$ cat src/rtl/slave_cfg_sequencer_pkg.sv
// -----------------------------------------------------------------------------
// cfg_seq_pkg
// Shared types and constants for the slave configuration sequencer.
//   state_t      : sequencer FSM states
//   NUM_REGS     : number of slave registers written per request
//   REG_*        : slave register indices (REG_CMD is written last and acts
//                  as the trigger for the downstream block)
//   cnt_preload  : converts a cycle count into the load value of a
//                  down-counter that signals rollover on its final cycle
// -----------------------------------------------------------------------------
package cfg_seq_pkg;

    typedef enum logic [1:0] {
        ST_IDLE  = 2'd0,
        ST_SETUP = 2'd1,
        ST_WRITE = 2'd2,
        ST_GAP   = 2'd3
    } state_t;

    localparam int NUM_REGS = 4;

    localparam logic [1:0] REG_BASE = 2'd0;
    localparam logic [1:0] REG_LEN  = 2'd1;
    localparam logic [1:0] REG_MODE = 2'd2;
    localparam logic [1:0] REG_CMD  = 2'd3;

    // A state lasting cyc cycles loads cyc-1 and leaves when the count hits 0.
    function automatic logic [3:0] cnt_preload(input int cyc);
        return (cyc > 0) ? 4'(cyc - 1) : 4'd0;
    endfunction

endpackage

$ cat src/rtl/slave_cfg_sequencer_if.sv
// -----------------------------------------------------------------------------
// slave_cfg_sequencer_if
// Request handshake plus Avalon-MM write-only slave bus of the sequencer.
//   req_valid/req_ready            : request handshake
//   req_base/len/mode/cmd          : words for slave registers 0..3
//   slave_chipselect/write/address/writedata : downstream Avalon-MM bus
// Modports:
//   master : request source (drives req_*, observes everything else)
//   slave  : the sequencer (accepts req_*, drives req_ready and slave_*)
// -----------------------------------------------------------------------------
interface slave_cfg_sequencer_if;
    logic        req_valid;
    logic        req_ready;
    logic [31:0] req_base;
    logic [31:0] req_len;
    logic [31:0] req_mode;
    logic [31:0] req_cmd;
    logic        slave_chipselect;
    logic        slave_write;
    logic [2:0]  slave_address;
    logic [31:0] slave_writedata;

    modport master (
        output req_valid, req_base, req_len, req_mode, req_cmd,
        input  req_ready, slave_chipselect, slave_write, slave_address, slave_writedata
    );

    modport slave (
        input  req_valid, req_base, req_len, req_mode, req_cmd,
        output req_ready, slave_chipselect, slave_write, slave_address, slave_writedata
    );
endinterface

$ cat src/rtl/slave_cfg_sequencer_flex_counter.sv
// -----------------------------------------------------------------------------
// flex_counter
// Loadable 4-bit down-counter with rollover flag.
//   clk        : clock
//   reset      : synchronous active-high reset (count -> 0)
//   i_load     : load i_load_val (has priority over i_en)
//   i_load_val : value to load
//   i_en       : decrement by one (wraps 0 -> 15)
//   o_rollover : count is zero, i.e. this is the last cycle of the interval
// -----------------------------------------------------------------------------
module flex_counter (
    input  logic       clk,
    input  logic       reset,
    input  logic       i_load,
    input  logic [3:0] i_load_val,
    input  logic       i_en,
    output logic       o_rollover
);

    logic [3:0] r_count;

    always_ff @(posedge clk) begin
        if (reset) begin
            r_count <= 4'd0;
        end else if (i_load) begin
            r_count <= i_load_val;
        end else if (i_en) begin
            r_count <= r_count - 4'd1;
        end
    end

    assign o_rollover = (r_count == 4'd0);

endmodule

$ cat src/rtl/slave_cfg_sequencer.sv
// -----------------------------------------------------------------------------
// slave_cfg_sequencer
// Accepts a four-word request and writes the words to slave registers 0..3
// over an Avalon-MM bus: each register gets SETUP_CYC cycles of address/data
// setup followed by a one-cycle write strobe. Chipselect stays high from the
// first setup cycle to the last write, then GAP_CYC idle cycles follow.
// Ports:
//   clk, reset     : clock, synchronous active-high reset
//   bus            : request handshake + Avalon-MM bus (slave modport)
//   o_busy         : FSM is not idle
//   o_seq_done     : one-cycle pulse in the first idle cycle after a request
//   o_done_count   : completed requests, wraps at 16 bits
// Parameters: SETUP_CYC (0..15), GAP_CYC (0..15)
// -----------------------------------------------------------------------------
module slave_cfg_sequencer
    import cfg_seq_pkg::*;
#(
    parameter int SETUP_CYC = 1,
    parameter int GAP_CYC   = 4
) (
    input  logic                 clk,
    input  logic                 reset,
    slave_cfg_sequencer_if.slave bus,
    output logic                 o_busy,
    output logic                 o_seq_done,
    output logic [15:0]          o_done_count
);

    localparam logic [3:0] SETUP_LOAD = cnt_preload(SETUP_CYC);
    localparam logic [3:0] GAP_LOAD   = cnt_preload(GAP_CYC);

    state_t      r_state;
    logic [1:0]  r_idx;
    logic [31:0] r_hold [NUM_REGS];
    logic        r_ready;
    logic        r_busy;
    logic        r_cs;
    logic        r_wr;
    logic [2:0]  r_addr;
    logic [31:0] r_wdata;
    logic        r_done;
    logic [15:0] r_done_cnt;

    logic        w_setup_roll;
    logic        w_gap_roll;
    logic [1:0]  w_idx_next;

    assign w_idx_next = r_idx + 2'd1;

    // Counters reload continuously outside their state, so they hold the
    // full interval on entry and count down only while the state is active.
    flex_counter u_setup_cnt (
        .clk        (clk),
        .reset      (reset),
        .i_load     (r_state != ST_SETUP),
        .i_load_val (SETUP_LOAD),
        .i_en       (r_state == ST_SETUP),
        .o_rollover (w_setup_roll)
    );

    flex_counter u_gap_cnt (
        .clk        (clk),
        .reset      (reset),
        .i_load     (r_state != ST_GAP),
        .i_load_val (GAP_LOAD),
        .i_en       (r_state == ST_GAP),
        .o_rollover (w_gap_roll)
    );

    // All outputs are registered and set on the edge that enters the state
    // they belong to, so they line up with r_state cycle for cycle.
    always_ff @(posedge clk) begin
        if (reset) begin
            r_state    <= ST_IDLE;
            r_idx      <= REG_BASE;
            for (int i = 0; i < NUM_REGS; i++) r_hold[i] <= 32'd0;
            r_ready    <= 1'b1;
            r_busy     <= 1'b0;
            r_cs       <= 1'b0;
            r_wr       <= 1'b0;
            r_addr     <= 3'd0;
            r_wdata    <= 32'd0;
            r_done     <= 1'b0;
            r_done_cnt <= 16'd0;
        end else begin
            r_done <= 1'b0;
            unique case (r_state)
                ST_IDLE: begin
                    if (bus.req_valid) begin
                        r_hold[REG_BASE] <= bus.req_base;
                        r_hold[REG_LEN]  <= bus.req_len;
                        r_hold[REG_MODE] <= bus.req_mode;
                        r_hold[REG_CMD]  <= bus.req_cmd;
                        r_idx   <= REG_BASE;
                        r_ready <= 1'b0;
                        r_busy  <= 1'b1;
                        r_cs    <= 1'b1;
                        r_addr  <= {1'b0, REG_BASE};
                        r_wdata <= bus.req_base;
                        if (SETUP_CYC == 0) begin
                            r_state <= ST_WRITE;
                            r_wr    <= 1'b1;
                        end else begin
                            r_state <= ST_SETUP;
                        end
                    end
                end
                ST_SETUP: begin
                    if (w_setup_roll) begin
                        r_state <= ST_WRITE;
                        r_wr    <= 1'b1;
                    end
                end
                ST_WRITE: begin
                    if (r_idx != REG_CMD) begin
                        r_idx   <= w_idx_next;
                        r_addr  <= {1'b0, w_idx_next};
                        r_wdata <= r_hold[w_idx_next];
                        if (SETUP_CYC == 0) begin
                            r_wr <= 1'b1;   // next register strobes immediately
                        end else begin
                            r_wr    <= 1'b0;
                            r_state <= ST_SETUP;
                        end
                    end else begin
                        r_idx   <= REG_BASE;
                        r_cs    <= 1'b0;
                        r_wr    <= 1'b0;
                        r_addr  <= 3'd0;
                        r_wdata <= 32'd0;
                        if (GAP_CYC == 0) begin
                            r_state    <= ST_IDLE;
                            r_ready    <= 1'b1;
                            r_busy     <= 1'b0;
                            r_done     <= 1'b1;
                            r_done_cnt <= r_done_cnt + 16'd1;
                        end else begin
                            r_state <= ST_GAP;
                        end
                    end
                end
                ST_GAP: begin
                    if (w_gap_roll) begin
                        r_state    <= ST_IDLE;
                        r_ready    <= 1'b1;
                        r_busy     <= 1'b0;
                        r_done     <= 1'b1;
                        r_done_cnt <= r_done_cnt + 16'd1;
                    end
                end
                default: r_state <= ST_IDLE;
            endcase
        end
    end

    assign bus.req_ready        = r_ready;
    assign bus.slave_chipselect = r_cs;
    assign bus.slave_write      = r_wr;
    assign bus.slave_address    = r_addr;
    assign bus.slave_writedata  = r_wdata;
    assign o_busy               = r_busy;
    assign o_seq_done           = r_done;
    assign o_done_count         = r_done_cnt;

endmodule

$ cat src/flat_wrapper.sv
// flat-port wrapper written by rule: the top's interface ports become plain ports
module slave_cfg_sequencer_flat import cfg_seq_pkg::*;
#(
    parameter int SETUP_CYC = 1,
    parameter int GAP_CYC   = 4
)
  (clk, reset, o_busy, o_seq_done, o_done_count, bus_req_valid, bus_req_base, bus_req_len, bus_req_mode, bus_req_cmd, bus_req_ready, bus_slave_chipselect, bus_slave_write, bus_slave_address, bus_slave_writedata);
  slave_cfg_sequencer_if bus_i ();
  input  logic clk;
  input  logic reset;
  output logic o_busy;
  output logic o_seq_done;
  output logic [15:0] o_done_count;
  input wire logic [$bits(bus_i.req_valid)-1:0] bus_req_valid;
  input wire logic [$bits(bus_i.req_base)-1:0] bus_req_base;
  input wire logic [$bits(bus_i.req_len)-1:0] bus_req_len;
  input wire logic [$bits(bus_i.req_mode)-1:0] bus_req_mode;
  input wire logic [$bits(bus_i.req_cmd)-1:0] bus_req_cmd;
  output wire logic [$bits(bus_i.req_ready)-1:0] bus_req_ready;
  output wire logic [$bits(bus_i.slave_chipselect)-1:0] bus_slave_chipselect;
  output wire logic [$bits(bus_i.slave_write)-1:0] bus_slave_write;
  output wire logic [$bits(bus_i.slave_address)-1:0] bus_slave_address;
  output wire logic [$bits(bus_i.slave_writedata)-1:0] bus_slave_writedata;
  assign bus_i.req_valid = bus_req_valid;
  assign bus_i.req_base = bus_req_base;
  assign bus_i.req_len = bus_req_len;
  assign bus_i.req_mode = bus_req_mode;
  assign bus_i.req_cmd = bus_req_cmd;
  assign bus_req_ready = bus_i.req_ready;
  assign bus_slave_chipselect = bus_i.slave_chipselect;
  assign bus_slave_write = bus_i.slave_write;
  assign bus_slave_address = bus_i.slave_address;
  assign bus_slave_writedata = bus_i.slave_writedata;
  slave_cfg_sequencer #(.SETUP_CYC(SETUP_CYC), .GAP_CYC(GAP_CYC)) u_core (.clk(clk), .reset(reset), .bus(bus_i), .o_busy(o_busy), .o_seq_done(o_seq_done), .o_done_count(o_done_count));
endmodule
$ cat config.mk
export PLATFORM = sky130hd
export DESIGN_NAME = slave_cfg_sequencer_flat
export DESIGN_NICKNAME = d
export VERILOG_FILES = /design/src/rtl/slave_cfg_sequencer_pkg.sv /design/src/rtl/slave_cfg_sequencer_if.sv /design/src/rtl/slave_cfg_sequencer_flex_counter.sv /design/src/rtl/slave_cfg_sequencer.sv /design/src/flat_wrapper.sv
export SDC_FILE = /design/constraint.sdc
export NUM_CORES = 1
export LEC_CHECK = 0
export ABC_AREA = 1
export CAP_MARGIN = 20
export CORE_UTILIZATION = 46
export CTS_CLUSTER_SIZE = 40
export DETAILED_ROUTE_END_ITERATION = 10
export PLACE_DENSITY = 0.76
export SLEW_MARGIN = 20
export SYNTH_ARGS = -nofsm -noshare
export SYNTH_HDL_FRONTEND = slang
export SYNTH_SLANG_ARGS = --single-unit
$ cat constraint.sdc
create_clock -name clk -period 5.1 [get_ports clk]
set_input_delay 1.02 -clock clk [delete_from_list [all_inputs] [get_ports clk]]
set_output_delay 1.02 -clock clk [all_outputs]
set_load 0.03 [all_outputs]
==> run metrics <==
Clock Latency Late Sink=0.44 ns; Worst Path Max Fanout=68; Yosys reg bits=193; setup_tns=0 ns; post-synthesis cell count=999; critical path class=primary input to register; # DRC=9; length of the first detailed-routing pass in iterations=10; Worst EP arrival=3.42 ns; Top FF cell, synth=edfxtp_1; number of nets with antenna violations after routing=0; Die ar.=0.0193 mm^2; 1st-iter DRT viols=579; fraction of registers with async set/reset=0%; CP required=5.39 ns; Max clock buf depth=2; maximum VDD drop=0.000242 V; core area=0.0182 mm^2; Post-synth top cells=nor2_1 (256), inv_1 (159), o21ai_0 (158), edfxtp_1 (128), nand2_1 (76); Placer Congestion=0.902; unrepaired setup endpoints after global routing=no; count leader, synth=nor2_1; Register-to-Register Path Depth=4; PnR worst setup slack=1.97 ns; hold path depth=1; PwrDens=347 mW/mm^2; CTS sink count=193; relative slew slack=28.1%; Final Max Tran Viols=0; period utilization=61.3%; CTS HTree Levels=4; vias in the first global route=6775; Area Overhead vs Synth=30.7%; Seq/Total Area, Yosys=59.5%; initial antenna violation count=0; worst slew pin tran=1.08 ns; TritonCTS clock tree=done; Core Rows=49; Worst Hold Class=register to register; min Tclk post-route=3.13 ns; starting density of the core=47.5%; Final Total Pwr=3.92 mW; total of max-cap violations=0; Area contributors post-synth=edfxtp_1 (44%), dfxtp_1 (15%), nor2_1 (11%); YS warnings=0; final net count=1294; chip width=139 um; final wirelength=21.9 mm; DP HPWL=14.0 mm; clk slew on worst S/H paths=0.06 ns; setup bufs post-CTS=0; CTS Hold Bufs=0; Fmax=320 MHz; die span in y=139 um; CTS resizes=0; Port Buf Inserts=185; Post-Syn Nets=1134; n_diodes=0; EDFF count, synth=128; pin count of the biggest net entering global routing=69; Yosys top cell area share=44.5%; Hold Worst Slack=0.410 ns; post-synthesis cell type count=33; most area-hungry cell type in the Yosys netlist=edfxtp_1; final hold viol count=0; Top Ports=187; Vias per Instance=5.11; failing checks=design-rule violations; Setup-failing EPs final=0; DP Worst Slack=1.52 ns; fin cells=1401; CTS Root Cell=clkbuf_16; Clock Skews=0.00726 ns; Via Count=7162; CP endpoint kind=register; WL/cell=15.6 um; startpoint types=primary input; synthesized area=0.00864 mm^2; Global Route Usage Sum=22.9%; CTS buffer count=17; status=complete, but fails checks; LEAKAGE=4.83 nW; first-pass GRT wire length=34.2 mm; syn_area_per_cell=8.65 um^2; Cells after DPL=1369; grt ovf=0; share of cells above drive strength 1=4.52%
==> flip-flops by register name, indices dropped and copies added, names as in the netlist, 2 cells and up <==
signal,count
u_core.r_hold,128
u_core.bus.slave_writedata,32
u_core.o_done_count,16
u_core.u_gap_cnt.r_count,4
u_core.u_setup_cnt.r_count,4
u_core.bus.slave_address,2
u_core.r_state,2
==> kinds of logic (layout without fill, tap and decap cells) <==
group / count (synthesis) / count (layout) / share of synthesized area [%]
adder cells (fa/ha/maj): 4 / 4 / 0.579
other: 1 / 1 / 0.0434
AO/OA/AOI/OAI: 217 / 217 / 12.8
AND/OR/NAND/NOR: 365 / 365 / 16.9
XOR/XNOR: 4 / 4 / 0.405
flip-flops: 193 / 193 / 59.5
buffers and inverters: 215 / 388 / 9.79
==> final timing paths <==
check | start | to | slack (ns)
max | reset | u_core.r_hold[3][26] | 1.97
min | u_core.u_setup_cnt.r_count[0] | u_core.u_setup_cnt.r_count[0] | 0.41
max reg2reg | u_core.r_state[1] | u_core.r_hold[3][3] | 2.50
min reg2reg | u_core.u_setup_cnt.r_count[0] | u_core.u_setup_cnt.r_count[0] | 0.41
==> report_power, final <==
group | internal [mW] | total [mW] | switching [mW]
combinational | 0.251 | 0.620 | 0.369
clock | 0.840 | 1.40 | 0.563
sequential | 1.84 | 1.90 | 0.0638
==> area by class of cell <==
cell class	instances	area, um^2
multi-input cells	591	2670
well taps	229	287
inverters	161	604
clock inverters	12	164
clock buffers	20	457
flip-flops and latches	193	5150
repair buffers	195	1960
fillers	1503	6910
==> layer usage <==
metal | track usage [%] | wire length [um]
met1 | 29.3 | 9020
met4 | 8.48 | 392
met3 | 4.18 | 1670
met5 | 0 | 0
met2 | 38.9 | 10800
==> per-stage QoR <==
step,instance area [um^2],util [%]
global placement,10700,58.6
global route,11300,62.0
finish,11300,62.0
CTS,11300,62.0
floorplan,8640,-
detailed placement,10700,58.6
==> worst max-delay path, cell delays in order <==
cell,delay [ns]
clkdlybuf4s50_1,0.71
inv_1,0.43
nand3_4,0.66
buf_4,0.45
nor2_1,0.12
==> placed cells by master, fill, tap and decap left out, drive strengths merged, types with 8 or more instances in the layout <==
cell             n
clkbuf          20
inv            161
clkdlybuf4s50  185
a21oi           42
edfxtp         128
nor2           259
o21ai          169
nand2           80
buf             10
nand3           12
clkinv           8
dfxtp           65
No activity file was read; power rests on OpenSTA's default activity.
